**config.mk**
```make
export PLATFORM = sky130hd
export DESIGN_NAME = rv32i_decode_stage
export DESIGN_NICKNAME = d
export VERILOG_FILES = /design/src/rtl/rv32i_decode_stage.sv
export SDC_FILE = /design/constraint.sdc
export NUM_CORES = 1
export LEC_CHECK = 0
export CAP_MARGIN = 20
export CORE_MARGIN = 4
export CORE_UTILIZATION = 46
export CTS_BUF_LIST = sky130_fd_sc_hd__clkbuf_8
export CTS_CLUSTER_DIAMETER = 40
export DETAILED_ROUTE_END_ITERATION = 16
export MAX_ROUTING_LAYER = met4
export PLACE_DENSITY = 0.79
export SKIP_CTS_REPAIR_TIMING = 1
export SLEW_MARGIN = 30
export SYNTH_ARGS = -nofsm -noshare
export SYNTH_HDL_FRONTEND = slang
export SYNTH_SLANG_ARGS = --single-unit
```
**constraint.sdc**
```tcl
create_clock -name clk -period 1.5 [get_ports clk]
set_input_delay 0.225 -clock clk [delete_from_list [all_inputs] [get_ports clk]]
set_output_delay 0.225 -clock clk [all_outputs]
set_load 0.03 [all_outputs]
```
**src/rtl/rv32i_decode_stage.sv**
```systemverilog
// IF/ID stage of the RV32I core: decodes the major opcode into immediate format,
// class and write-enable, and holds results in a two-entry skid buffer.
module rv32i_decode_stage #(
  parameter int               XLEN     = 32,
  parameter logic [XLEN-1:0]  RESET_PC = '0
) (
  input  logic            clk,
  input  logic            rst,
  input  logic            flush,
  input  logic            in_valid,
  output logic            in_ready,
  input  logic [XLEN-1:0] in_inst,
  input  logic [XLEN-1:0] in_pc,
  output logic            out_valid,
  input  logic            out_ready,
  output logic [XLEN-1:0] out_inst,
  output logic [XLEN-1:0] out_pc,
  output logic [2:0]      out_imgsel,
  output logic [3:0]      out_cls,
  output logic [4:0]      out_rd,
  output logic [4:0]      out_rs1,
  output logic [4:0]      out_rs2,
  output logic [2:0]      out_funct3,
  output logic            out_reg_we,
  output logic            out_illegal
);

  typedef struct packed {
    logic [XLEN-1:0] inst;
    logic [XLEN-1:0] pc;
    logic [2:0]      imgsel;
    logic [3:0]      cls;
    logic            regWe;
    logic            illegal;
  } entry_t;

  localparam entry_t NopEntry = '{
    inst:    XLEN'(32'h0000_0013),
    pc:      RESET_PC,
    imgsel:  3'b000,
    cls:     4'd1,
    regWe:   1'b0,
    illegal: 1'b0
  };

  entry_t dec;
  entry_t mainQ, mainD;
  entry_t skidQ, skidD;
  logic   mainValidQ, mainValidD;
  logic   skidValidQ, skidValidD;
  logic   inReadyQ, inReadyD;
  logic   writesRd;
  logic   inAcc;
  logic   mainLoad;

  // Decode the incoming word; anything outside the map (including inst[1:0] != 11) is illegal.
  always_comb begin
    dec         = '0;
    dec.inst    = in_inst;
    dec.pc      = in_pc;
    dec.imgsel  = 3'b111;
    dec.cls     = 4'd15;
    dec.illegal = 1'b1;
    writesRd    = 1'b0;
    case (in_inst[6:0])
      7'b0110011: begin dec.cls = 4'd0;  dec.imgsel = 3'b111; dec.illegal = 1'b0; writesRd = 1'b1; end
      7'b0010011: begin dec.cls = 4'd1;  dec.imgsel = 3'b000; dec.illegal = 1'b0; writesRd = 1'b1; end
      7'b0000011: begin dec.cls = 4'd2;  dec.imgsel = 3'b000; dec.illegal = 1'b0; writesRd = 1'b1; end
      7'b0100011: begin dec.cls = 4'd3;  dec.imgsel = 3'b001; dec.illegal = 1'b0; end
      7'b1100011: begin dec.cls = 4'd4;  dec.imgsel = 3'b010; dec.illegal = 1'b0; end
      7'b1101111: begin dec.cls = 4'd5;  dec.imgsel = 3'b100; dec.illegal = 1'b0; writesRd = 1'b1; end
      7'b1100111: begin dec.cls = 4'd6;  dec.imgsel = 3'b000; dec.illegal = 1'b0; writesRd = 1'b1; end
      7'b0110111: begin dec.cls = 4'd7;  dec.imgsel = 3'b011; dec.illegal = 1'b0; writesRd = 1'b1; end
      7'b0010111: begin dec.cls = 4'd8;  dec.imgsel = 3'b011; dec.illegal = 1'b0; writesRd = 1'b1; end
      7'b0001111: begin dec.cls = 4'd9;  dec.imgsel = 3'b000; dec.illegal = 1'b0; end
      7'b1110011: begin dec.cls = 4'd10; dec.imgsel = 3'b000; dec.illegal = 1'b0; end
      default: ;
    endcase
    dec.regWe = writesRd && (in_inst[11:7] != 5'd0);
  end

  // Main drains/refills whenever empty or consumed; skid catches the word that arrives
  // while main is stalled, and always feeds main before any newer input.
  always_comb begin
    mainD      = mainQ;
    skidD      = skidQ;
    mainValidD = mainValidQ;
    skidValidD = skidValidQ;
    inAcc      = in_valid && inReadyQ;
    mainLoad   = !mainValidQ || out_ready;
    if (flush) begin
      mainValidD = 1'b0;
      skidValidD = 1'b0;
    end else if (mainLoad) begin
      if (skidValidQ) begin
        mainD      = skidQ;
        mainValidD = 1'b1;
        skidValidD = inAcc;
        if (inAcc) skidD = dec;
      end else if (inAcc) begin
        mainD      = dec;
        mainValidD = 1'b1;
      end else begin
        mainValidD = 1'b0;
      end
    end else if (inAcc) begin
      skidD      = dec;
      skidValidD = 1'b1;
    end
    inReadyD = !skidValidD;
  end

  always_ff @(posedge clk) begin
    if (rst) begin
      mainQ      <= NopEntry;
      skidQ      <= NopEntry;
      mainValidQ <= 1'b0;
      skidValidQ <= 1'b0;
      inReadyQ   <= 1'b1;
    end else begin
      mainQ      <= mainD;
      skidQ      <= skidD;
      mainValidQ <= mainValidD;
      skidValidQ <= skidValidD;
      inReadyQ   <= inReadyD;
    end
  end

  assign in_ready    = inReadyQ;
  assign out_valid   = mainValidQ;
  assign out_inst    = mainQ.inst;
  assign out_pc      = mainQ.pc;
  assign out_imgsel  = mainQ.imgsel;
  assign out_cls     = mainQ.cls;
  assign out_rd      = mainQ.inst[11:7];
  assign out_rs1     = mainQ.inst[19:15];
  assign out_rs2     = mainQ.inst[24:20];
  assign out_funct3  = mainQ.inst[14:12];
  assign out_reg_we  = mainQ.regWe;
  assign out_illegal = mainQ.illegal;

endmodule

```
==> results by group, run 1 <==
Clocking
  • Htree depth: 4
  • CTS buffer count: 17
  • CTS tree: built
  • Clock latency on the worst-skew pair: between 0.4 and 0.5 ns
  • Clk sinks: between 100 and 150
  • Worst-path clk slew: approximately 0.09 ns
  • CTS Root Cell: clkbuf_8
  • Worst-case clock buffer depth: 2

Global routing
  • Initial antenna violation count: 0
  • Largest net degree at the start of global routing: between 50 and 60
  • First-pass GRT wire length: 25,800 microns
  • Overflow after GRT: 0
  • Vias in the first global route: between 5,000 and 6,000
  • GRT Total Usage: approximately a fifth

Critical path
  • Path depth of the worst reg2reg path: 7
  • Worst R2R Start: out_valid
  • CP cell instances: nor2b_4 > buf_6 > nor3_4 > buf_8 > clkbuf_16 > nor2_1 > a211oi_1
  • Crit path DAT: between 1.5 and 2 ns
  • CP delay by family, top: buffers and inverters
  • Flop2flop setup slack: 0.04 ns
  • Critical R2R Capture: out_pc[7]
  • Worst setup path start: out_valid
  • CP endpoint kind: register
  • CP max FO: 7
  • Buffers and inverters on the worst path: 3
  • CP required: 1.85 ns
  • Critical path's slowest cell: dfxtp_4
  • WS Path Type: register to register
  • Critical path startpoint category: register
  • CP max stage delay: between 0.3 and 0.4 ns

Floorplanning
  • Vert. Die Dim: roughly 130 microns
  • Rows: between 40 and 50
  • Die W: ~130 microns
  • IO Pins: 162
  • Initial core utilization: 47.4%
  • Area of the die: ~0.016 sq mm
  • Core Footprint: between 0.01 and 0.015 sq mm

Min path
  • Worst Hold Class: input pin to register
  • Hold_sp: rst
  • Worst hold endpoint: skidQ[40]
  • Worst hold stages: 2

Logic synthesis
  • EDFF count, synth: 0
  • Largest family of logic cells by synthesized area: compound AO/OA/AOI/OAI gates
  • Post-synth ARST share: 0%
  • Mean Syn Cell Area: approximately 8.5 sq um
  • Flops & latches, synth: approximately 150
  • Syn_nets: 813
  • Primary FF master, synth: dfxtp_1
  • Sequential area share after synthesis: 46.9%
  • Synth Area in Simple Gates: ~17%
  • Cells after synthesis: roughly 740
  • Cell Area, Synth: roughly 0.0064 sq mm
  • Adder-Cell Fraction of Synth Area: 0.157%
  • XOR/XNOR Fraction of Synth Area: 0.138%
  • Mux contribution to synthesized area: approximately a tenth
  • Yosys cell types: 48
  • Synth Area in Compound Gates: between 15 and 20%
  • YS warnings: 0

Timing
  • Worst hold margin: ~0.26 ns
  • Hold Vio Cnt, Final: 0
  • Period utilization: between 90% and 100%
  • Layout Skew: about 0.0095 ns
  • # setup viols final: 0
  • Slew HR: just over 60%
  • Worst Tran Pin Value: 0.568 ns
  • Crit path time final: approximately 1.5 ns
  • Setup repair after global routing missed its margin: true
  • Max Slew Vio Count: 0
  • Fmax: approximately 690 MHz

Detailed routing
  • Via count: between 5,000 and 6,000
  • First-pass iteration count of the detailed router: 5
  • Initial DRC Count: ~410
  • Post-detailed-route count of antenna-violating nets: 0
  • Detail-routed net length per standard cell: between 15 and 20 microns
  • Residual DRC: 0
  • Via-to-Cell Ratio: around 5.3
  • Total wire length: 17,100 microns

Power and ir drop
  • LEAKAGE: roughly 4.5 nW
  • Power per cell area: about 950 mW/mm^2
  • Peak VDD IR: just over 0.8 mV

Finish
  • Commonest non-fill, non-tap cells in the layout: nand2_1, dfxtp_1, dlymetal6s2s_1
  • Final Net Count: a little under 1,000
  • Cell Count, Final, Fillers Out: ~1,100
  • Layout Area Growth over Synthesis: 47.9%
  • # diodes: 0
  • Fill count: approximately 1,000
  • Share of cells above drive strength 1: between 10% and 20%

Place
  • Final Wtd Congestion: a little under 0.9
  • Dpl hpwl: 10,800 microns
  • Placed Cells: 1,057
  • Port bufs: 161

Flow run
  • Max Cap Viol: 0

Run status
  • Status: finished, final reports clean
power breakdown:
part,internal (mW),switching [mW],total [mW]
combinational,0.784,0.928,1.71
clock,1.51,1.53,3.03
sequential,4.12,0.0901,4.21
total,6.41,2.54,8.95
area by class of cell:
type / count / area [sq um] / share of cell area, %
multi-input combinational: 506 / 3100 / 33.0
clock buffer: 18 / 248 / 2.64
sequential: 149 / 2990 / 31.9
timing repair buffer: 227 / 2660 / 28.3
inverter: 9 / 33.8 / 0.359
clock inverter: 14 / 135 / 1.44
tap: 176 / 220 / 2.34
stage by stage:
step	TNS, ns	util, %	area (sq um)	power, mW	setup slack (ns)
after floorplan	0	-	6370	5.17	0.00228
after global placement	-39.33	62.6	8390	5.89	-0.367
after detailed placement	-42.01	62.6	8390	5.91	-0.398
after CTS	-20.85	65.4	8770	8.91	-0.288
after global routing	-0.474	70.1	9400	9.31	-0.0530
final	0	70.1	9400	8.95	0.0436
cells in the mapped netlist, types with 2 or more instances:
master    instances  area (sq um)
buf_1             3          11.3
buf_2            22           110
dfxtp_1         149          2980
nor2_1           78           293
nor3_1            2          10.0
a221oi_1          4          35.0
clkbuf_1         35           131
a21oi_1          73           365
nand3b_1         10          75.1
inv_1             8          30.0
or3_1             2          12.5
o211ai_1          5          37.5
nand2_1         146           548
nor2b_1           4          25.0
a311oi_1          2          17.5
a211oi_1         65           488
o21ai_0           6          30.0
and2_1            3          18.8
a21o_1            2          15.0
o21bai_1          3          22.5
mux2i_1          64           641
buf_4            19           143
o311ai_0          2          17.5
nand3_1           9          45.0
a211o_1           5          43.8
registers in the layout, indices dropped and copies added, names as in the netlist, 3 cells and up:
| name | cells |
|---|---|
| out_cls | 4 |
| out_imgsel | 3 |
| out_inst | 32 |
| out_pc | 32 |
| skidQ | 73 |
routing by layer:
layer,vias up,GRT usage (%),routed length (microns)
met4,0,4.85,195
met2,185,31.7,8340
met1,2702,25.3,7400
met5,-,-,0
met3,18,6.65,1130
li1,2900,-,-
cells by family (layout without fill, tap and decap cells):
group | count (synthesis) | in the layout
buf+inv | 89 | 268
compound gates | 177 | 177
flops | 149 | 149
simple gates | 263 | 263
mux | 64 | 64
fa+ha+maj | 1 | 1
xor+xnor | 1 | 1
how the worst max path moves through the flow:
| stage | to | cells after the start | slack (ns) |
|---|---|---|---|
| after floorplan | out_inst[1] | 5 | 0.002 |
| after global placement | out_imgsel[2] | 5 | -0.37 |
| after global routing | out_inst[17] | 7 | -0.05 |
| after CTS | out_imgsel[2] | 1 | -0.29 |
| final | out_pc[7] | 7 | 0.04 |
| after detailed placement | out_imgsel[2] | 5 | -0.40 |
(Power assumes the default switching activity.)
==> run 2: changes to the inputs <==
- CAP_MARGIN: 20 -> 10
- PLACE_DENSITY: 0.79 -> 0.78
==> results by group, run 2 (synthesis results as in run 1) <==
Run status
  • Status: finished, final reports clean

Place
  • Port bufs: 161 (unchanged)
  • Dpl hpwl: 11,100 microns (+2.1%)
  • Final Wtd Congestion: 0.851 (-5.0%)
  • Post-place setup slack: -0.427 ns (-0.0286 ns)

Critical path
  • CP max FO: 16 (+9)
  • CP max stage delay: 0.36 ns (about the same)
  • Worst R2R Start: out_valid
  • Critical path startpoint category: register
  • Worst setup path start: out_valid
  • CP cell instances: nor2b_1 > or3_1 > buf_4 > o41ai_2
  • Critical path's slowest cell: dfxtp_4
  • CP required: 1.84 ns (about the same)
  • CP delay by family, top: simple AND/OR/NAND/NOR gates
  • WS Path Type: register to register
  • Flop2flop setup slack: 0.02 ns (-0.03 ns)
  • Critical R2R Capture: out_cls[3]
  • Worst setup endpoint: out_cls[3]
  • Buffers and inverters on the worst path: 1 (-2)
  • Worst path depth: 4 (-3)
  • CP endpoint kind: register
  • Path depth of the worst reg2reg path: 4 (-3)
  • Crit path DAT: 1.82 ns (about the same)

Detailed routing
  • Via-to-Cell Ratio: 5.23 (-1.0%)
  • Post-detailed-route count of antenna-violating nets: 0 (unchanged)
  • Via count: 5,742 (-1.1%)
  • Detail-routed net length per standard cell: 15.0 microns (-3.6%)
  • Residual DRC: 0 (unchanged)
  • Total wire length: 16,400 microns (-3.7%)
  • Initial DRC Count: 323 (-20%)
  • First-pass iteration count of the detailed router: 5 (unchanged)

Power and ir drop
  • Power per cell area: 987 mW/mm^2 (+3.7%)
  • Design Power: 9.12 mW (+1.9%)
  • LEAKAGE: 4.52 nW (-0.46%)
  • Peak VDD IR: 0.541 mV (-34%)

Timing
  • Slew HR: 66.1% (+4.0 points)
  • Layout Skew: 0.00709 ns (-0.00243 ns)
  • Worst hold margin: 0.260 ns (-0.00258 ns)
  • Period utilization: 98.8% (+1.7 points)
  • Final sum of negative setup slack: 0 ns (unchanged)
  • Setup repair after global routing missed its margin: true
  • Fin worst setup slack: 0.0178 ns (-0.0258 ns)
  • Hold Vio Cnt, Final: 0 (unchanged)
  • # setup viols final: 0 (unchanged)
  • Crit path time final: 1.48 ns (+0.0258 ns)
  • Max Slew Vio Count: 0 (unchanged)
  • Worst Tran Pin Value: 0.508 ns (-0.0593 ns)
  • Fmax: 675 MHz (-1.7%)

Finish
  • Layout Area Growth over Synthesis: 45.4%
  • Commonest non-fill, non-tap cells in the layout: dfxtp_1, nand2_1, dlymetal6s2s_1
  • Fin util: 69.0% (-1.2 points)
  • # diodes: 0 (unchanged)
  • Share of cells above drive strength 1: 12.8% (-1.9 points)
  • Max reg flops: 73 (unchanged)
  • Commonest non-fill, non-tap cell in the layout: dfxtp_1
  • Final Net Count: 978 (-0.10%)
  • Most flops, register: skidQ

Clocking
  • CTS tree: built
  • Worst-case clock buffer depth: 2 (unchanged)
  • Clock latency on the worst-skew pair: 0.43 ns (-0.02 ns)
  • CTS Root Cell: clkbuf_8
  • CTS buffer count: 17 (unchanged)
  • Worst-path clk slew: 0.08 ns (about the same)
  • Htree depth: 4 (unchanged)
  • Clk sinks: 149 (unchanged)

Floorplanning
  • Core Footprint: 0.0134 sq mm (unchanged)
  • Die W: 126 microns (unchanged)
  • IO Pins: 162 (unchanged)
  • Area of the die: 0.0158 sq mm (unchanged)
  • Vert. Die Dim: 126 microns (unchanged)
  • Initial core utilization: 47.4% (unchanged)
  • Rows: 42 (unchanged)

Flow run
  • Max Cap Viol: 0 (unchanged)

Min path
  • Worst Hold Class: input pin to register

Global routing
  • Overflow after GRT: 0 (unchanged)
  • First-pass GRT wire length: 26,800 microns (+4.1%)
  • Initial antenna violation count: 0 (unchanged)
  • GRT Total Usage: 21.0% (+0.80 points)
  • Vias in the first global route: 5,575 (+4.1%)
  • Largest net degree at the start of global routing: 52 (+2.0%)
## run 2: cell count changes in the layout (fill, tap and decap cells not counted), moves of 4 or more
cell	before	now
buf_6	11	6
buf_4	35	45
a211oi_1	46	65
clkbuf_16	5	1
a211oi_2	19	0
a21oi_1	69	65
clkbuf_8	18	22
## run 2: how the worst min path moves through the flow
stage,from,to,slack [ns],cells after the start
final,rst,skidQ[14],0.26,2
after global routing,rst,skidQ[17],0.25,2
after CTS,rst,skidQ[17],0.22,2
after detailed placement,skidQ[64],skidQ[64],0.45,2
after global placement,skidQ[63],skidQ[63],0.44,2
after floorplan,flush,out_valid,0.29,1
## run 2: cell type report
| cell class | instances | area, sq um |
|---|---|---|
| multi-input combinational | 506 | 3010 |
| clock buffer | 22 | 303 |
| fill | 1034 | 4160 |
| sequential | 149 | 2990 |
| clock inverter | 10 | 128 |
| timing repair buffer | 226 | 2550 |
| inverter | 9 | 33.8 |
| tap | 176 | 220 |
## run 2: metrics by stage
step,instance area (sq um),cells
after detailed placement,8440,1063
after global placement,8440,1063
after CTS,8870,1095
final,9240,1098
after global routing,9240,1098
after floorplan,6370,744
## run 2: routing by layer
metal	wire (microns)	vias to the layer above	GRT usage (%)	share of wire [%]
met1	7400	2677	25.9	45
met4	190	0	6.63	1.2
met2	7830	148	34.0	48
li1	-	2896	-	-
met3	996	21	5.33	6.1
met5	0	-	-	0
## run 2: power by group
part | internal (mW) | leakage, nW | switching [mW] | total (mW)
Clock | 1.85 | 0.223 | 1.45 | 3.30
Combinational | 0.733 | 3.08 | 0.887 | 1.62
Sequential | 4.12 | 1.22 | 0.0889 | 4.21
## run 2: worst register-to-register path, cell delays in order (launching register included)
cell and delay [ns]:
dfxtp_4 0.36, nor2b_1 0.16, or3_1 0.33, buf_4 0.21, o41ai_2 0.32
